### config.mk
export PLATFORM = sky130hd
export DESIGN_NAME = data_mem_responder
export DESIGN_NICKNAME = d
export VERILOG_FILES = /design/src/rtl/data_mem_responder.sv
export SDC_FILE = /design/constraint.sdc
export NUM_CORES = 1
export LEC_CHECK = 0
export CAP_MARGIN = 20
export CELL_PAD_IN_SITES_DETAIL_PLACEMENT = 0
export CELL_PAD_IN_SITES_GLOBAL_PLACEMENT = 2
export CORE_AREA = 2 2 231 460
export DETAILED_ROUTE_END_ITERATION = 10
export DIE_AREA = 0 0 233 462
export PLACE_DENSITY = 0.79
export SKIP_CTS_REPAIR_TIMING = 1
export SYNTH_ARGS = -nofsm -noshare
export SYNTH_HDL_FRONTEND = slang
export SYNTH_SLANG_ARGS = --single-unit
### constraint.sdc
create_clock -name clk -period 4.74 [get_ports clk]
set_input_delay 0.948 -clock clk [delete_from_list [all_inputs] [get_ports clk]]
set_output_delay 0.948 -clock clk [all_outputs]
set_load 0.005 [all_outputs]
### src/rtl/data_mem_responder.sv
// Word-organised data memory with a single-outstanding valid/ready request
// port, fixed response latency, RV32I sub-word loads/stores and error flagging.
module data_mem_responder #(
    parameter int ADDR_WIDTH = 5,
    parameter int LATENCY    = 2
) (
    input  logic        clk,
    input  logic        rst,
    input  logic        req_valid,
    output logic        req_ready,
    input  logic        req_we,
    input  logic [31:0] req_addr,
    input  logic [31:0] req_wdata,
    input  logic [2:0]  req_funct3,
    output logic        rsp_valid,
    input  logic        rsp_ready,
    output logic [31:0] rsp_rdata,
    output logic        rsp_err
);

    localparam int         DEPTH  = 2 ** ADDR_WIDTH;
    localparam logic [3:0] LAT_M1 = 4'(LATENCY - 1);

    typedef enum logic [1:0] {
        IDLE,
        WAIT,
        RESP
    } state_t;

    state_t state, state_nx;

    logic [3:0]  cnt;
    logic        we_q;
    logic [31:0] addr_q;
    logic [31:0] wdata_q;
    logic [2:0]  f3_q;
    logic [31:0] rdata_q;
    logic        err_q;

    logic [31:0] mem [0:DEPTH-1];

    logic                  enter_resp;
    logic                  eff_we;
    logic [31:0]           eff_addr;
    logic [31:0]           eff_wdata;
    logic [2:0]            eff_f3;
    logic [ADDR_WIDTH-1:0] idx;
    logic [1:0]            off;
    logic [31:0]           word;
    logic [31:0]           merged;
    logic [31:0]           load_val;
    logic [7:0]            lane_b;
    logic [15:0]           lane_h;
    logic                  acc_err;
    logic                  unused_addr_hi;

    // With LATENCY=1 the access happens on the acceptance edge itself, before
    // the request has been captured, so the live request inputs are used then.
    always_comb begin
        if (state == IDLE) begin
            eff_we    = req_we;
            eff_addr  = req_addr;
            eff_wdata = req_wdata;
            eff_f3    = req_funct3;
        end else begin
            eff_we    = we_q;
            eff_addr  = addr_q;
            eff_wdata = wdata_q;
            eff_f3    = f3_q;
        end
    end

    assign idx            = eff_addr[ADDR_WIDTH+1:2];
    assign off            = eff_addr[1:0];
    assign word           = mem[idx];
    assign unused_addr_hi = ^eff_addr[31:ADDR_WIDTH+2];

    always_comb begin
        acc_err = 1'b0;
        case (eff_f3)
            3'b000, 3'b100: acc_err = eff_we & eff_f3[2];
            3'b001, 3'b101: acc_err = off[0] | (eff_we & eff_f3[2]);
            3'b010:         acc_err = |off;
            default:        acc_err = 1'b1;
        endcase
    end

    always_comb begin
        lane_b = word[7:0];
        case (off)
            2'd0: lane_b = word[7:0];
            2'd1: lane_b = word[15:8];
            2'd2: lane_b = word[23:16];
            2'd3: lane_b = word[31:24];
            default: lane_b = word[7:0];
        endcase
        lane_h = off[1] ? word[31:16] : word[15:0];

        load_val = '0;
        case (eff_f3)
            3'b000:  load_val = {{24{lane_b[7]}}, lane_b};
            3'b100:  load_val = {24'b0, lane_b};
            3'b001:  load_val = {{16{lane_h[15]}}, lane_h};
            3'b101:  load_val = {16'b0, lane_h};
            3'b010:  load_val = word;
            default: load_val = '0;
        endcase
        if (eff_we || acc_err) begin
            load_val = '0;
        end
    end

    always_comb begin
        merged = word;
        case (eff_f3[1:0])
            2'b00:   merged[{off, 3'b000} +: 8]     = eff_wdata[7:0];
            2'b01:   merged[{off[1], 4'b0000} +: 16] = eff_wdata[15:0];
            2'b10:   merged = eff_wdata;
            default: merged = word;
        endcase
    end

    always_comb begin
        state_nx  = state;
        req_ready = 1'b0;
        rsp_valid = 1'b0;
        unique case (state)
            IDLE: begin
                req_ready = 1'b1;
                if (req_valid) begin
                    state_nx = (LATENCY == 1) ? RESP : WAIT;
                end
            end
            WAIT: begin
                if (cnt <= 4'd1) begin
                    state_nx = RESP;
                end
            end
            RESP: begin
                rsp_valid = 1'b1;
                if (rsp_ready) begin
                    state_nx = IDLE;
                end
            end
            default: state_nx = IDLE;
        endcase
    end

    // Reset wins over the transition, so a store pending in WAIT never commits.
    assign enter_resp = !rst && (state != RESP) && (state_nx == RESP);

    always_ff @(posedge clk) begin
        if (rst) begin
            state <= IDLE;
        end else begin
            state <= state_nx;
        end
    end

    always_ff @(posedge clk) begin
        if (rst) begin
            cnt     <= '0;
            we_q    <= 1'b0;
            addr_q  <= '0;
            wdata_q <= '0;
            f3_q    <= '0;
            rdata_q <= '0;
            err_q   <= 1'b0;
        end else begin
            if (state == IDLE && req_valid) begin
                we_q    <= req_we;
                addr_q  <= req_addr;
                wdata_q <= req_wdata;
                f3_q    <= req_funct3;
                cnt     <= LAT_M1;
            end else if (state == WAIT && cnt != 4'd0) begin
                cnt <= cnt - 4'd1;
            end
            if (enter_resp) begin
                rdata_q <= load_val;
                err_q   <= acc_err;
            end
        end
    end

    always_ff @(posedge clk) begin
        if (enter_resp && eff_we && !acc_err) begin
            mem[idx] <= merged;
        end
    end

    assign rsp_rdata = rdata_q;
    assign rsp_err   = err_q;

endmodule

# == Yosys cells after proc, flatten, opt, wreduce, memory -nomap -nowiden ==
# Memory sizes are Yosys's and may differ from the RTL's.
# Cells that the tools add are included.
# classes
n_eq_ne,13
n_shift,4
n_lt_le_gt_ge,1
n_addsub,3
reduce_logical,19
n_bitwise,2
mux,22
# op_table
op,n
32-bit one-hot mux with 5 select lines,1
32-bit one-hot mux with 3 select lines,1
32-bit bitwise mux,2
32-bit 2-to-1 mux,2
8-bit one-hot mux with 4 select lines,1
"16-bit by 7-bit variable shift with 32-bit output, first input constant",1
"8-bit by 7-bit variable shift with 32-bit output, first input constant",1
16-bit by 7-bit indexed part select with 32-bit output,1
8-bit by 7-bit indexed part select with 32-bit output,1
16-bit 2-to-1 mux,1
5-bit negation with 7-bit output,2
"2-bit equality test, second input constant",5
2-bit OR reduction,4
1-bit 2-to-1 mux,7
7-bit 2-to-1 mux,1
"2-bit by 1-bit equality test with 1-bit output, second input constant",3
"3-bit equality test, second input constant",2
1-bit logical AND,6
2-bit logical NOT,3
2-bit 2-to-1 mux,3
2-bit one-hot mux with 3 select lines,1
"4-bit by 1-bit <= comparator with 1-bit output, second input constant",1
4-bit nonzero test,1
"4-bit by 1-bit subtractor with 4-bit output, second input constant",1
other kinds (11),12
# totals
word_cells,74
input_bits,72
register_bits,82
mem_count,1
ramBits,1024
out_inout_bits,35
# mem_list
memory,depth,word_bits,read_ports,rd_ports_with_merged_regs,wr,line,text
mem,32,32,1,0,1,40,logic [31:0] mem [0:DEPTH-1];

# == Logic depth before layout (Yosys ltp) ==
# logic_depth
depth_word,9
depth_mapped,14
mapped_depth_nobuf,10

# == Worst setup path after synthesis ==
# OpenSTA, ideal clock, no wires.
# synth_path
path_kind,register to register
startpoint,reg state[1]
endpoint,mem mem[0][0] (enable)
path_buffers,2
stages_incl_launch_ff,12
required_time_ps,4319
path_slack_ps,271
arrival_time_ps,4048
cell_sequence,dfxtp_1 -> or2_4 -> inv_4 -> buf_2 -> mux2i_1 -> ha_1 -> a21oi_1 -> nor4_1 -> nor2b_1 -> nand2b_1 -> clkbuf_1 -> nor2_1
# synth_via
elab_chain_len,9
# synth_rtl
item,line,text
start: declaration,30,"state_t state, state_nx;"
start signal: assignment,156,state <= state_nx;
2-bit logical NOT,"60, 127",
3-bit 2-to-1 mux or 1-bit 2-to-1 mux (tied branches),60,if (state == IDLE) begin
3-bit equality test (tied with other cells),80,case (eff_f3)
2-bit OR reduction or 1-bit OR (tied branches),"80, 82",
1-bit one-hot mux with 3 select lines,80,
1-bit logical NOT,187,if (enter_resp && eff_we && !acc_err) begin
1-bit logical AND,187,
1-bit 2-to-1 mux,187,
1-bit 2-to-1 mux (not written as such),188,mem[idx] <= merged;
end: declaration,40,
# Several ways; a longest one is shown, not always the timed one.

# == Final worst setup path ==
# layout_path
startpoint,reg state[0]
endpoint,"mem mem[24][1], data pin"
# layout_via
elab_chain_len,6
# layout_rtl
item,line,text
2-bit logical NOT *,60,
7-bit 2-to-1 mux,60,
"5-bit negation with 7-bit output, on equally long branches","117, 116",
16-bit by 7-bit indexed part select with 32-bit output (tied with other cells),117,"2'b01: merged[{off[1], 4'b0000} +: 16] = eff_wdata[15:0];"
"32-bit bitwise mux, on equally long branches","117, 116",
32-bit one-hot mux with 3 select lines *,115,case (eff_f3[1:0])
via merged[1],50,logic [31:0] merged;
# The timed path passes the listed nets; every way through them passes the cells marked *.

==> results.tsv <==
metric	value	unit
cp.required	5.25	ns
routed_wl	135.9	mm
drv_slew	0	
synth_top_area_share	0.7257	
ys_async_sr_fraction	0	
fmax	247.7	MHz
worst_skew_pair.late_latency	0.70	ns
synthTopCellsByArea	edfxtp_1, o22ai_1, dfxtp_1	
grt_pass1_wl	192.7	mm
grt.total_usage	0.2511	
final_hold_viol_count	0	
cts_buffer_depth	3	
vias	27576	
wire_per_inst	30.43	um
antenna_found_initial	13	
dr.pass1.iters	8	
tns	0	ns
clk_pin_slew	0.07	ns
crit_arrival	4.55	ns
die_y	462	um
start_util	0.4056	
cts_buffers	89	
cts.sinks	1106	
r2r_cells	9	
synth_edf_count	1024	
maxCapViolCount	0	
syn_inst	2795	
ys_ff_latch	1106	
path_max_fanout	32	
critPathCaptureType	flip-flop	
power.leakage	16.03	nW
final_common_cell	edfxtp_1	
drt.antenna.violating_nets	0	
worstSetupStartpointType	flip-flop	
io-pin-count	107	
yosys.area.top_type	edfxtp_1	
yosysSeqAreaShare	0.7645	
fin_skew	0.03122	ns
drt-initial-drc-count	3014	
max_slew_margin	0.2320	
die_x	233	um
layout-drive-gt1-share	0.1639	
grt_setup_unrepaired	false	
dp_cells	4295	
hp-class	reg -> reg	
timing.rr.end	mem[24][1]	
area_growth	19.59	%
p_per_area	488.2	nW/um^2
grt_pass1_vias	27615	
reg2reg_slack	0.70	ns
layout.nets	3109	
grt-ovfl-total	0	
cp-endpoint	mem[24][1]	
grt_max_degree	73	
fillers	8658	
route.detailed.drc	0	
peakVddDrop	0.0002717	V
final_cell_mix	edfxtp_1, o22ai_1, o21ai_0	
rows	168	
synth_ff_type	edfxtp_1	
viasPerCell	6.177	
status	finished, final reports clean	
yosysUniqueCellTypes	53	
report.final.setup_viol	0	
avgSynthCellArea	15.16	um^2
dieArea	107600	um^2
gp_congestion	0.9354	
yosysWarnings	0	
cts_tree	done	
critPathLaunch	state[0]	
crit_type	reg -> reg	
crit-reg2reg-launch	state[0]	
core	104500	um^2
period_needed	4.036	ns
worstMarginPinSlew	1.144	ns
hpwl	85.22	mm
synth_fp_nets	2877	
synth_area	42370	um^2
period_share	0.8516	
cts_root_buffer	clkbuf_16	
htreeDepth	3	
layout.cells.non_filler	4464	
port_buffers	81	
==> power by group <==
part	switching, mW	internal (mW)	leakage (nW)
Clock	3.48	4.33	1.46
Sequential	0.0397	11.8	9.91
Combinational	3.36	1.68	4.66
Total	6.88	17.9	16.0
==> area by class of cell <==
class | count | area (um^2) | area share
Timing Repair Buffer | 342 | 4344 | 0.08573
Tap cell | 1360 | 1702 | 0.03358
Sequential cell | 1106 | 32390 | 0.6393
Inverter | 24 | 92.59 | 0.001827
Antenna cell | 11 | 27.53 | 0.0005433
Multi-Input combinational cell | 1464 | 9084 | 0.1793
Clock inverter | 58 | 743.2 | 0.01467
Clock buffer | 99 | 2286 | 0.04511
==> kinds of logic after synthesis <==
| kind of cell | after synthesis | share of synthesized area |
|---|---|---|
| mux | 39 | 0.009243 |
| buf+inv | 225 | 0.02870 |
| xor+xnor | 3 | 0.0006203 |
| simple gates | 412 | 0.04436 |
| fa+ha+maj | 10 | 0.002953 |
| compound gates | 1000 | 0.1496 |
| flops | 1106 | 0.7645 |
==> critical path, stage by stage (launching register included) <==
cell,delay (ns)
dfxtp_1,0.62
or2_4,0.37
inv_4,0.16
mux2i_1,0.41
buf_4,0.31
nand2_1,0.36
o21ai_1,1.02
nand2_1,0.18
o21ai_2,0.17
buf_12,0.21
==> synthesized netlist by cell type, types with 7 or more instances <==
cell type	n
o21ai_0	212
nor3_1	22
a21oi_1	63
nand4_1	27
mux2i_1	38
nand2b_1	9
dfxtp_1	82
a221oi_2	25
a21o_1	7
buf_1	8
a22oi_1	10
o22ai_1	537
buf_2	58
inv_1	23
nor2_1	137
a222oi_1	37
o21ai_1	73
a221oi_1	11
edfxtp_1	1024
nor3_2	12
ha_1	10
buf_6	15
buf_4	49
clkbuf_1	71
a221o_1	9
nand2_1	171
==> per-stage QoR <==
step / power, mW / utilization / instance area [um^2] / setup WS, ns / hold WS, ns
CTS: 24.77 / 0.4847 / 50630 / 0.7661 / 0.4605
global placement: 16.90 / 0.4557 / 47610 / 0.2914 / 0.4424
detailed placement: 17.05 / 0.4557 / 47610 / 0.2187 / 0.4507
global route: 25.45 / 0.4849 / 50660 / 0.5107 / 0.4747
finish: 24.74 / 0.4850 / 50670 / 0.7036 / 0.4576
floorplan: 14.59 / - / 42370 / 0.2706 / 0.4357
==> worst min path at each step <==
| stage | cells after the start | startpoint | slack (ns) | to |
|---|---|---|---|---|
| 2_1_floorplan | 2 | addr_q[0] | 0.44 | addr_q[0] |
| 3_3_place_gp | 2 | wdata_q[21] | 0.44 | wdata_q[21] |
| 3_5_place_dp | 2 | wdata_q[14] | 0.45 | wdata_q[14] |
| 4_1_cts | 2 | we_q | 0.46 | we_q |
| 5_1_grt | 2 | wdata_q[28] | 0.47 | wdata_q[28] |
| 6_report | 2 | wdata_q[29] | 0.46 | wdata_q[29] |
==> routing by layer <==
metal / vias to the layer above / wire, um / global-route usage
met3: 386 / 9332 / 0.03834
met2: 1434 / 71510 / 0.4509
met4: 0 / 8755 / 0.1553
met1: 13972 / 46260 / 0.2765
met5: - / 0 / 0
li1: 11784 / - / -
==> state kept, by name (all words and copies together) (netlist names) <==
register	cells
addr_q	7
cnt	4
f3_q	3
mem	1024
rsp_err	1
rsp_rdata	32
state	2
wdata_q	32
we_q	1
No activity file was read; power rests on OpenSTA's default activity.
